## src/rtl/snake_pkg.sv

```systemverilog
// Shared colours, background state encoding and index-width helper for the snake renderer.
// Latency: none (constants and pure functions only).
// Backpressure: none.
package snake_pkg;

  localparam logic [11:0] RED     = 12'hF00;
  localparam logic [11:0] YELLOW  = 12'hFF0;
  localparam logic [11:0] WHITE   = 12'hFFF;
  localparam logic [11:0] BLACK   = 12'h000;
  localparam logic [11:0] GREEN   = 12'h0F0;
  localparam logic [11:0] BLUE    = 12'h00F;
  localparam logic [11:0] DKGREEN = 12'h080;

  typedef enum logic [1:0] {
    ST_INIT = 2'd0,
    ST_PLAY = 2'd1,
    ST_WIN  = 2'd2,
    ST_LOSE = 2'd3
  } bg_state_t;

  // Bits needed to hold a cell index row*cols+col; never narrower than 1.
  function automatic int cell_idx_w(input int cols, input int rows);
    return (cols * rows > 1) ? $clog2(cols * rows) : 1;
  endfunction

endpackage

```

## src/rtl/snake_cell_tracker.sv

```systemverilog
// Tracks grid column/row and in-cell pixel offsets from hCount/vCount using counters only.
// Latency: outputs describe the pixel on hCount/vCount in the same cycle (combinational on registered state).
// Backpressure: none; assumes hCount advances by one per Clk across a scanned span.
module snake_cell_tracker
  import snake_pkg::*;
#(
  parameter int GRID_COLS = 16,
  parameter int GRID_ROWS = 16,
  parameter int CELL_W    = 40,
  parameter int CELL_H    = 30,
  parameter int BLOCK_W   = 20,
  parameter int BLOCK_H   = 20,
  parameter int H_ORIGIN  = 144,
  parameter int V_ORIGIN  = 35,
  parameter int BORDER    = 20,
  localparam int CW = $clog2(GRID_COLS + 1),
  localparam int RW = $clog2(GRID_ROWS + 1)
) (
  input  logic          Clk,
  input  logic          Reset,
  input  logic [9:0]    hCount,
  input  logic [9:0]    vCount,
  output logic [CW-1:0] col,
  output logic [RW-1:0] row,
  output logic          on_grid,
  output logic          in_block,
  output logic          border
);

  localparam int XW   = $clog2(CELL_W);
  localparam int YW   = $clog2(CELL_H);
  localparam int XOFF = (CELL_W - BLOCK_W) / 2;
  localparam int YOFF = (CELL_H - BLOCK_H) / 2;

  logic [CW-1:0] col_q;
  logic [RW-1:0] row_q;
  logic [XW-1:0] xin_q, xin_c;
  logic [YW-1:0] yin_q, yin_c;

  // Horizontal position of this pixel: reload at the origin, else one step past last cycle.
  always_comb begin
    col   = col_q;
    xin_c = xin_q;
    if (hCount == 10'(H_ORIGIN)) begin
      col   = '0;
      xin_c = '0;
    end else if (xin_q == XW'(CELL_W - 1)) begin
      xin_c = '0;
      if (col_q != CW'(GRID_COLS)) col = col_q + CW'(1);
    end else begin
      xin_c = xin_q + XW'(1);
    end
  end

  // Vertical position: only moves on the first pixel of a line, reloads at the visible origin.
  always_comb begin
    row   = row_q;
    yin_c = yin_q;
    if (hCount == 10'd0) begin
      if (vCount == 10'(V_ORIGIN)) begin
        row   = '0;
        yin_c = '0;
      end else if (yin_q == YW'(CELL_H - 1)) begin
        yin_c = '0;
        if (row_q != RW'(GRID_ROWS)) row = row_q + RW'(1);
      end else begin
        yin_c = yin_q + YW'(1);
      end
    end
  end

  // Remember the current position; reset parks both axes off-grid until the next origin.
  always_ff @(posedge Clk) begin
    if (Reset) begin
      col_q <= CW'(GRID_COLS);
      row_q <= RW'(GRID_ROWS);
      xin_q <= '0;
      yin_q <= '0;
    end else begin
      col_q <= col;
      row_q <= row;
      xin_q <= xin_c;
      yin_q <= yin_c;
    end
  end

  // Pixel classification; border assumes BORDER fits inside one edge cell on each axis.
  always_comb begin
    on_grid  = (int'(col) < GRID_COLS) && (int'(row) < GRID_ROWS);
    in_block = (int'(xin_c) >= XOFF) && (int'(xin_c) < XOFF + BLOCK_W) &&
               (int'(yin_c) >= YOFF) && (int'(yin_c) < YOFF + BLOCK_H);
    border   = on_grid && (
                 ((col == '0) && (int'(xin_c) < BORDER)) ||
                 ((int'(col) == GRID_COLS - 1) && (int'(xin_c) >= CELL_W - BORDER)) ||
                 ((row == '0) && (int'(yin_c) < BORDER)) ||
                 ((int'(row) == GRID_ROWS - 1) && (int'(yin_c) >= CELL_H - BORDER)));
  end

endmodule

```

## src/rtl/snake_grid_renderer.sv

```systemverilog
// Pixel renderer for the snake playfield: snapshots game state per frame and colours each pixel.
// Latency: 2 Clk from hCount/vCount/Bright to rgb and Bright_out; frame_start 1 Clk after hCount==vCount==0.
// Backpressure: none; streams one pixel per Clk.
module snake_grid_renderer
  import snake_pkg::*;
#(
  parameter int GRID_COLS    = 16,
  parameter int GRID_ROWS    = 16,
  parameter int CELL_W       = 40,
  parameter int CELL_H       = 30,
  parameter int BLOCK_W      = 20,
  parameter int BLOCK_H      = 20,
  parameter int MAX_LEN      = 16,
  parameter int H_ORIGIN     = 144,
  parameter int V_ORIGIN     = 35,
  parameter int BORDER       = 20,
  parameter int BLINK_FRAMES = 30,
  localparam int CB = cell_idx_w(GRID_COLS, GRID_ROWS),
  localparam int SB = $clog2(MAX_LEN + 1)
) (
  input  logic                  Clk,
  input  logic                  Reset,
  input  logic                  Bright,
  input  logic [9:0]            hCount,
  input  logic [9:0]            vCount,
  input  logic                  Q_init,
  input  logic                  Q_win,
  input  logic                  Q_lose,
  input  logic                  Q_check,
  input  logic [CB-1:0]         Apple,
  input  logic [SB-1:0]         Size,
  input  logic [MAX_LEN*CB-1:0] Locations_Flat,
  output logic [11:0]           rgb,
  output logic                  Bright_out,
  output logic                  frame_start,
  output logic [11:0]           background
);

  localparam int NCELLS = GRID_COLS * GRID_ROWS;
  localparam int CW     = $clog2(GRID_COLS + 1);
  localparam int RW     = $clog2(GRID_ROWS + 1);
  localparam int BCW    = (BLINK_FRAMES > 1) ? $clog2(BLINK_FRAMES) : 1;

  logic fs_now;
  assign fs_now = (hCount == 10'd0) && (vCount == 10'd0);

  // Apple position is only meaningful once the game has checked it at least once.
  logic [CB-1:0] apple_reg;
  logic          apple_valid;

  always_ff @(posedge Clk) begin
    if (Reset) begin
      apple_reg   <= '0;
      apple_valid <= 1'b0;
    end else if (Q_check) begin
      apple_reg   <= Apple;
      apple_valid <= 1'b1;
    end
  end

  // Frame-start snapshot so the whole frame renders from one consistent game state.
  logic [CB-1:0] loc_sh [MAX_LEN];
  logic [SB-1:0] size_sh;
  logic [CB-1:0] apple_sh;
  logic          apple_sh_vld;

  always_ff @(posedge Clk) begin
    if (Reset) begin
      for (int i = 0; i < MAX_LEN; i++) loc_sh[i] <= '0;
      size_sh      <= '0;
      apple_sh     <= '0;
      apple_sh_vld <= 1'b0;
    end else if (fs_now) begin
      for (int i = 0; i < MAX_LEN; i++) loc_sh[i] <= Locations_Flat[(MAX_LEN-i)*CB-1 -: CB];
      size_sh      <= (Size > SB'(MAX_LEN)) ? SB'(MAX_LEN) : Size;
      apple_sh     <= apple_reg;
      apple_sh_vld <= apple_valid;
    end
  end

  logic [CW-1:0] col;
  logic [RW-1:0] row;
  logic          on_grid, in_block, border;

  snake_cell_tracker #(
    .GRID_COLS (GRID_COLS),
    .GRID_ROWS (GRID_ROWS),
    .CELL_W    (CELL_W),
    .CELL_H    (CELL_H),
    .BLOCK_W   (BLOCK_W),
    .BLOCK_H   (BLOCK_H),
    .H_ORIGIN  (H_ORIGIN),
    .V_ORIGIN  (V_ORIGIN),
    .BORDER    (BORDER)
  ) u_tracker (
    .Clk      (Clk),
    .Reset    (Reset),
    .hCount   (hCount),
    .vCount   (vCount),
    .col      (col),
    .row      (row),
    .on_grid  (on_grid),
    .in_block (in_block),
    .border   (border)
  );

  // Stage 1: register cell index and pixel flags.
  logic [CB-1:0] cell_s1;
  logic          on_grid_s1, in_block_s1, border_s1, bright_s1;

  always_ff @(posedge Clk) begin
    if (Reset) begin
      cell_s1     <= '0;
      on_grid_s1  <= 1'b0;
      in_block_s1 <= 1'b0;
      border_s1   <= 1'b0;
      bright_s1   <= 1'b0;
    end else begin
      cell_s1     <= CB'(int'(row) * GRID_COLS + int'(col));
      on_grid_s1  <= on_grid;
      in_block_s1 <= in_block;
      border_s1   <= border;
      bright_s1   <= Bright;
    end
  end

  // Stage 2 comparators and colour priority: blank, head, body, apple, border, background.
  logic        head_hit, body_hit, apple_hit, hit_ok;
  logic [11:0] pix;

  always_comb begin
    head_hit  = 1'b0;
    body_hit  = 1'b0;
    hit_ok    = on_grid_s1 && in_block_s1;
    for (int i = 0; i < MAX_LEN; i++) begin
      if (hit_ok && (SB'(i) < size_sh) && (int'(loc_sh[i]) < NCELLS) && (loc_sh[i] == cell_s1)) begin
        if (i == 0) head_hit = 1'b1;
        else        body_hit = 1'b1;
      end
    end
    apple_hit = hit_ok && apple_sh_vld && (int'(apple_sh) < NCELLS) && (apple_sh == cell_s1);
    pix = background;
    if (!bright_s1)     pix = BLACK;
    else if (head_hit)  pix = DKGREEN;
    else if (body_hit)  pix = GREEN;
    else if (apple_hit) pix = RED;
    else if (border_s1) pix = BLACK;
  end

  // Output registers aligned two cycles behind the scan inputs.
  always_ff @(posedge Clk) begin
    if (Reset) begin
      rgb         <= BLACK;
      Bright_out  <= 1'b0;
      frame_start <= 1'b0;
    end else begin
      rgb         <= pix;
      Bright_out  <= bright_s1;
      frame_start <= fs_now;
    end
  end

  // Background FSM state register.
  bg_state_t state_q, state_n;

  always_ff @(posedge Clk) begin
    if (Reset) state_q <= ST_INIT;
    else       state_q <= state_n;
  end

  logic [BCW-1:0] blink_cnt;
  logic           blink_phase;
  logic [11:0]    bg_n;

  // Next state from the game flags by priority, and the colour this state paints.
  always_comb begin
    state_n = ST_PLAY;
    bg_n    = WHITE;
    if (Q_init)      state_n = ST_INIT;
    else if (Q_lose) state_n = ST_LOSE;
    else if (Q_win)  state_n = ST_WIN;
    case (state_q)
      ST_WIN:  bg_n = BLUE;
      ST_LOSE: bg_n = blink_phase ? BLACK : YELLOW;
      default: bg_n = WHITE;
    endcase
  end

  // Background only changes on frame boundaries; blink counts frames spent in LOSE.
  always_ff @(posedge Clk) begin
    if (Reset) begin
      background  <= WHITE;
      blink_cnt   <= '0;
      blink_phase <= 1'b0;
    end else begin
      if ((state_q != ST_LOSE) && (state_n == ST_LOSE)) begin
        blink_cnt   <= '0;
        blink_phase <= 1'b0;
      end else if (fs_now && (state_q == ST_LOSE)) begin
        if (blink_cnt == BCW'(BLINK_FRAMES - 1)) begin
          blink_cnt   <= '0;
          blink_phase <= ~blink_phase;
        end else begin
          blink_cnt <= blink_cnt + BCW'(1);
        end
      end
      if (fs_now) background <= bg_n;
    end
  end

endmodule

```

## config.mk

```make
export PLATFORM = sky130hd
export DESIGN_NAME = snake_grid_renderer
export DESIGN_NICKNAME = d
export VERILOG_FILES = /design/src/rtl/snake_pkg.sv /design/src/rtl/snake_cell_tracker.sv /design/src/rtl/snake_grid_renderer.sv
export SDC_FILE = /design/constraint.sdc
export NUM_CORES = 1
export LEC_CHECK = 0
export CAP_MARGIN = 20
export CORE_ASPECT_RATIO = 2
export CORE_MARGIN = 4
export CORE_UTILIZATION = 58
export CTS_BUF_LIST = sky130_fd_sc_hd__clkbuf_4
export CTS_CLUSTER_DIAMETER = 80
export DETAILED_ROUTE_END_ITERATION = 7
export GPL_TIMING_DRIVEN = 1
export PLACE_DENSITY = 0.94
export SLEW_MARGIN = 20
export SYNTH_ARGS = -nofsm -noshare
export SYNTH_HDL_FRONTEND = slang
export SYNTH_SLANG_ARGS = --single-unit
```

## constraint.sdc

```tcl
create_clock -name Clk -period 13.14 [get_ports Clk]
set_input_delay 2.628 -clock Clk [delete_from_list [all_inputs] [get_ports Clk]]
set_output_delay 2.628 -clock Clk [all_outputs]
set_load 0.02 [all_outputs]
```

Yosys cells after proc, flatten, opt, wreduce, memory -nomap -nowiden
Memory sizes are Yosys's and may differ from the RTL's.
Cells that the tools add are included.
{"block": "word_totals", "output_inout_bits": 26, "mem_bits_rw": 128, "regBits": 90, "n_memories": 1, "elab_cells": 226}
{"memory": "loc_sh", "words": 16, "word_bits": 8, "rd": 16, "rd_ports_with_merged_regs": 0, "write_ports": 16, "line": "snake_grid_renderer.sv:62", "text": "logic [CB-1:0] loc_sh [MAX_LEN];"}
{"block": "op_classes", "bitwise_logic": 18, "mux": 60, "n_eq_ne": 30, "n_addsub": 6, "reduce_logical": 60, "order_cmp": 27}
{"op": "$mux 8", "n": 18}
{"op": "$eq 8x8->1", "n": 17}
{"op": "$mux 5", "n": 12}
{"op": "$logic_and 1x1->1", "n": 47}
{"op": "$lt 4x5->1 const A", "n": 8}
{"op": "$mux 12", "n": 3}
{"op": "$pmux 12 s2", "n": 1}
{"op": "$mux 1", "n": 21}
{"op": "$add 5x1->5 const B", "n": 4}
{"op": "$eq 5x5->1 const B", "n": 4}
{"op": "$logic_not 10->1", "n": 2}
{"op": "$lt 3x5->1 const A", "n": 4}
{"op": "$lt 5x5->1 const B", "n": 4}
{"op": "$or 1x1->1", "n": 16}
{"op": "$lt 6x5->1 const B", "n": 2}
{"op": "$mux 6", "n": 2}
{"op": "$eq 10x6->1 const B", "n": 1}
{"op": "$eq 10x8->1 const B", "n": 1}
{"op": "$logic_not 5->1", "n": 2}
{"op": "$lt 1x5->1 const A", "n": 2}
{"op": "$lt 2x5->1 const A", "n": 2}
{"op": "$ne 5x5->1 const B", "n": 2}
{"op": "$add 8x5->8", "n": 1}
{"op": "$add 6x1->6 const B", "n": 1}
{"op": "other kinds (16)", "n": 24}

Logic depth before layout (Yosys ltp)
{"block": "logic_depth", "word_depth": 20, "ltp_mapped": 11, "mapped_depth_nobuf": 11}

Cells and area by module
From an unflattened synthesis, not the netlist that was laid out.
{"block": "unflattened", "cells_unflattened": 891, "area_unflattened_um2": 10173.5}
{"mod": "snake_grid_renderer", "cells_each": 706, "area_each_um2": 8722.1, "n_inst": 1, "seq_area_each_um2": 4864.7}
{"mod": "snake_cell_tracker", "cells_each": 185, "area_each_um2": 1451.4, "n_inst": 1, "seq_area_each_um2": 420.4}

Worst setup path before layout
OpenSTA, ideal clock, no wires.
{"block": "synth_timing", "kind": "input to register", "from": "in hCount[1]", "to": "mem loc_sh[0][0] (netlist name), enable pin", "path_slack_ps": 6127, "path_buffers": 1, "arrival_time_ps": 6504, "path_stages": 5, "required_time_ps": 12631, "path_cell_list": "nor4_4 nand3_2 or2_2 buf_2 nand2b_1"}
{"item": "start, declared", "line": "snake_grid_renderer.sv:24", "text": "input logic [9:0] hCount,"}
{"item": "end, declared", "line": "snake_grid_renderer.sv:62"}

==> impl_metrics.env <==
export IMPL_synth_largest_area_cell="edfxtp_1"
export IMPL_synthesis_nets=1047
export IMPL_most_common_layout_cells="192 x clkdlybuf4s50_1, 128 x edfxtp_1, 123 x xor2_1, 85 x and2_1, 68 x dfxtp_1"
export IMPL_finalHoldViolations=0
export IMPL_clk_pin_slew_ns=0.14
export IMPL_yosysWarnings=0
export IMPL_synth_flop_cell="edfxtp_1"
export IMPL_worstSetupPathType="in2reg"
export IMPL_cp_required_ns=13.34
export IMPL_layout_min_cycle_time_ns=5.349
export IMPL_cts_tree="built"
export IMPL_yosys_top_cells_area="edfxtp_1 40%, dfxtp_1 14%, xor2_1 11%, and2_1 5.5%, nor2b_1 3.5%"
export IMPL_synthDistinctLibCells=57
export IMPL_postCtsSetupBuffers=0
export IMPL_die_area_mm2=0.01886
export IMPL_slew_viol_final=0
export IMPL_ios=194
export IMPL_setup_violations=0
export IMPL_avgSynthCellArea_um2=11.10
export IMPL_start_util_pct=59.21
export IMPL_hold_class="reg2reg"
export IMPL_endpoint_kind="register"
export IMPL_clockRootBuffer="clkbuf_4"
export IMPL_hold_path_cell_count=1
export IMPL_tightestPinTransition_ns=0.8339
export IMPL_grt_max_degree=93
export IMPL_cts_resized=0
export IMPL_startpoint_type="input port"
export IMPL_grt_pass1_wl_um=35870
export IMPL_io_buffer_count=193
export IMPL_drtPass1Iterations=5
export IMPL_drive_gt1_share_pct=5.679
export IMPL_viasPerCell=5.661
export IMPL_antenna_found_initial=1
export IMPL_avgRoutedWirePerCell_um=18.82
export IMPL_cp_max_fo=92
export IMPL_yosysTopAreaCellShare_pct=39.91
export IMPL_grt_use_total_pct=24.67
export IMPL_critPathArrivalTime_ns=5.55
export IMPL_routabilityCongestion=0.9342
export IMPL_drtAntennaViolNets=0
export IMPL_leakagePower_nw=4.490
export IMPL_max_freq_mhz=186.9
export IMPL_drt_wl_total_um=23410
export IMPL_finClkSkew_ns=0.02906
export IMPL_top_register="loc_sh"
export IMPL_ys_seq_area_share_pct=54.04
export IMPL_clkLatencyLatePin_ns=0.58
export IMPL_core_mm2=0.01627
export IMPL_final_util_pct=72.80
export IMPL_synth_seq_cells=196
export IMPL_rows=66
export IMPL_synth_edff_count=128
export IMPL_clock_sinks=196
export IMPL_r2r_cells=8
export IMPL_fin_nets=1205
export IMPL_largest_reg_flops=128
export IMPL_mostFrequentLayoutCell="clkdlybuf4s50_1"
export IMPL_first_global_vias=7349
export IMPL_ys_async_sr_fraction_pct=0
export IMPL_p_per_area_mw_per_mm2=93.39
export IMPL_ctsLongestPathBuffers=2
export IMPL_dieWidth_um=99.12
export IMPL_relSlewSlack_pct=42.97
export IMPL_irDropWorstVdd_uv=73.13
export IMPL_post_route_drc_count=0
export IMPL_cts_hold_fix_buffers=0
export IMPL_h_tree_depth=4
export IMPL_grt_setup_unrepaired="no"
export IMPL_die_h_um=190.2
export IMPL_status="completed"
export IMPL_drt_iter0_markers=543
export IMPL_dr_total_vias=7042
export IMPL_synth_cells=868
export IMPL_syn_cell_area_mm2=0.009632
export IMPL_place_hpwl_um=17440
export IMPL_final_setup_tns_ns=0
export IMPL_cts_buffers_inserted=17
export IMPL_post_route_period_util_pct=40.71
export IMPL_overflow=0
export IMPL_syn_to_final_growth_pct=22.95
export IMPL_drv_cap=0
[final timing paths]
| path | slack (ns) | endpoint | from |
|---|---|---|---|
| max | 7.79 | loc_sh[0][21] | hCount[5] |
| min | 0.47 | u_tracker.xin_q[0] | u_tracker.xin_q[0] |
| max reg2reg | 10.17 | rgb[7] | cell_s1[0] |
| min reg2reg | 0.47 | u_tracker.xin_q[0] | u_tracker.xin_q[0] |
[power by group]
group / leakage [nW] / switching [mW] / internal, mW
Combinational: 2.57 / 0.0436 / 0.0665
Sequential: 1.77 / 0.0139 / 0.685
Clock: 0.150 / 0.214 / 0.0834
Total: 4.49 / 0.271 / 0.835
[cell usage after synthesis (3+ instances only)]
cell type	count
nand3b_1	5
nand2_1	41
or4_1	4
xnor2_1	26
nand4_1	16
a311oi_1	4
and2_1	85
nor3_1	16
nor4_1	27
nor2_1	55
nor2b_1	54
dfxtp_1	68
a21o_1	4
a31oi_1	4
xor2_1	123
o21ai_0	7
edfxtp_1	128
clkbuf_1	23
a211oi_1	5
a21oi_1	31
nand3_1	16
buf_4	22
mux2i_1	12
nand2b_1	4
inv_1	13
ha_1	11
buf_2	18
o31ai_1	3
and3_1	4
[metrics by stage]
step           worst slack, ns  std cells  hold WS (ns)  instance area, um2  total power, mW
2_1_floorplan            6.127        868        0.4175                9632           0.7556
3_3_place_gp             7.112       1210        0.4287               11550           0.8164
3_5_place_dp             6.959       1211        0.4420               11580           0.8230
4_1_cts                  7.569       1243        0.4668               11830            1.111
5_1_grt                  7.665       1244        0.4729               11840            1.143
6_report                 7.791       1244        0.4660               11840            1.106
[layer usage]
metal  vias to the layer above  global-route usage, %  wire (um)
met1                      3366                  22.29       7174
met4                         0                  15.73       1407
met3                        81                  4.211       1233
li1                       3297                      -          -
met5                         -                      0          0
met2                       298                  48.39      13600
[layout make-up]
| cell class | count | area [um2] |
|---|---|---|
| Sequential cell | 196 | 5205 |
| Inverter | 13 | 48.80 |
| Fill cell | 1050 | 4425 |
| Clock inverter | 14 | 121.4 |
| Timing Repair Buffer | 204 | 2036 |
| Clock buffer | 18 | 135.1 |
| Tap cell | 204 | 255.2 |
| Multi-Input combinational cell | 594 | 4039 |
| Antenna cell | 1 | 2.502 |
[critical path, cell delays in order]
cell	delay, ns
clkdlybuf4s50_1	0.45
nor4_4	0.34
nand3_2	0.31
or2_2	0.59
nand2b_4	0.48
buf_6	0.69
[cells by family (layout without fill, tap and decap cells)]
family | after synthesis | count (layout) | share of synthesized area [%]
AOI/OAI and AO/OA | 75 | 75 | 5.027
xor gates and xnor gates | 149 | 149 | 13.55
adders and majority gates | 11 | 11 | 1.429
buffers and inverters | 78 | 249 | 4.131
DFF | 196 | 196 | 54.04
muxes | 12 | 12 | 1.247
other | 0 | 1 | 0
and+or+nand+nor | 347 | 347 | 20.58
(Power assumes the default switching activity.)
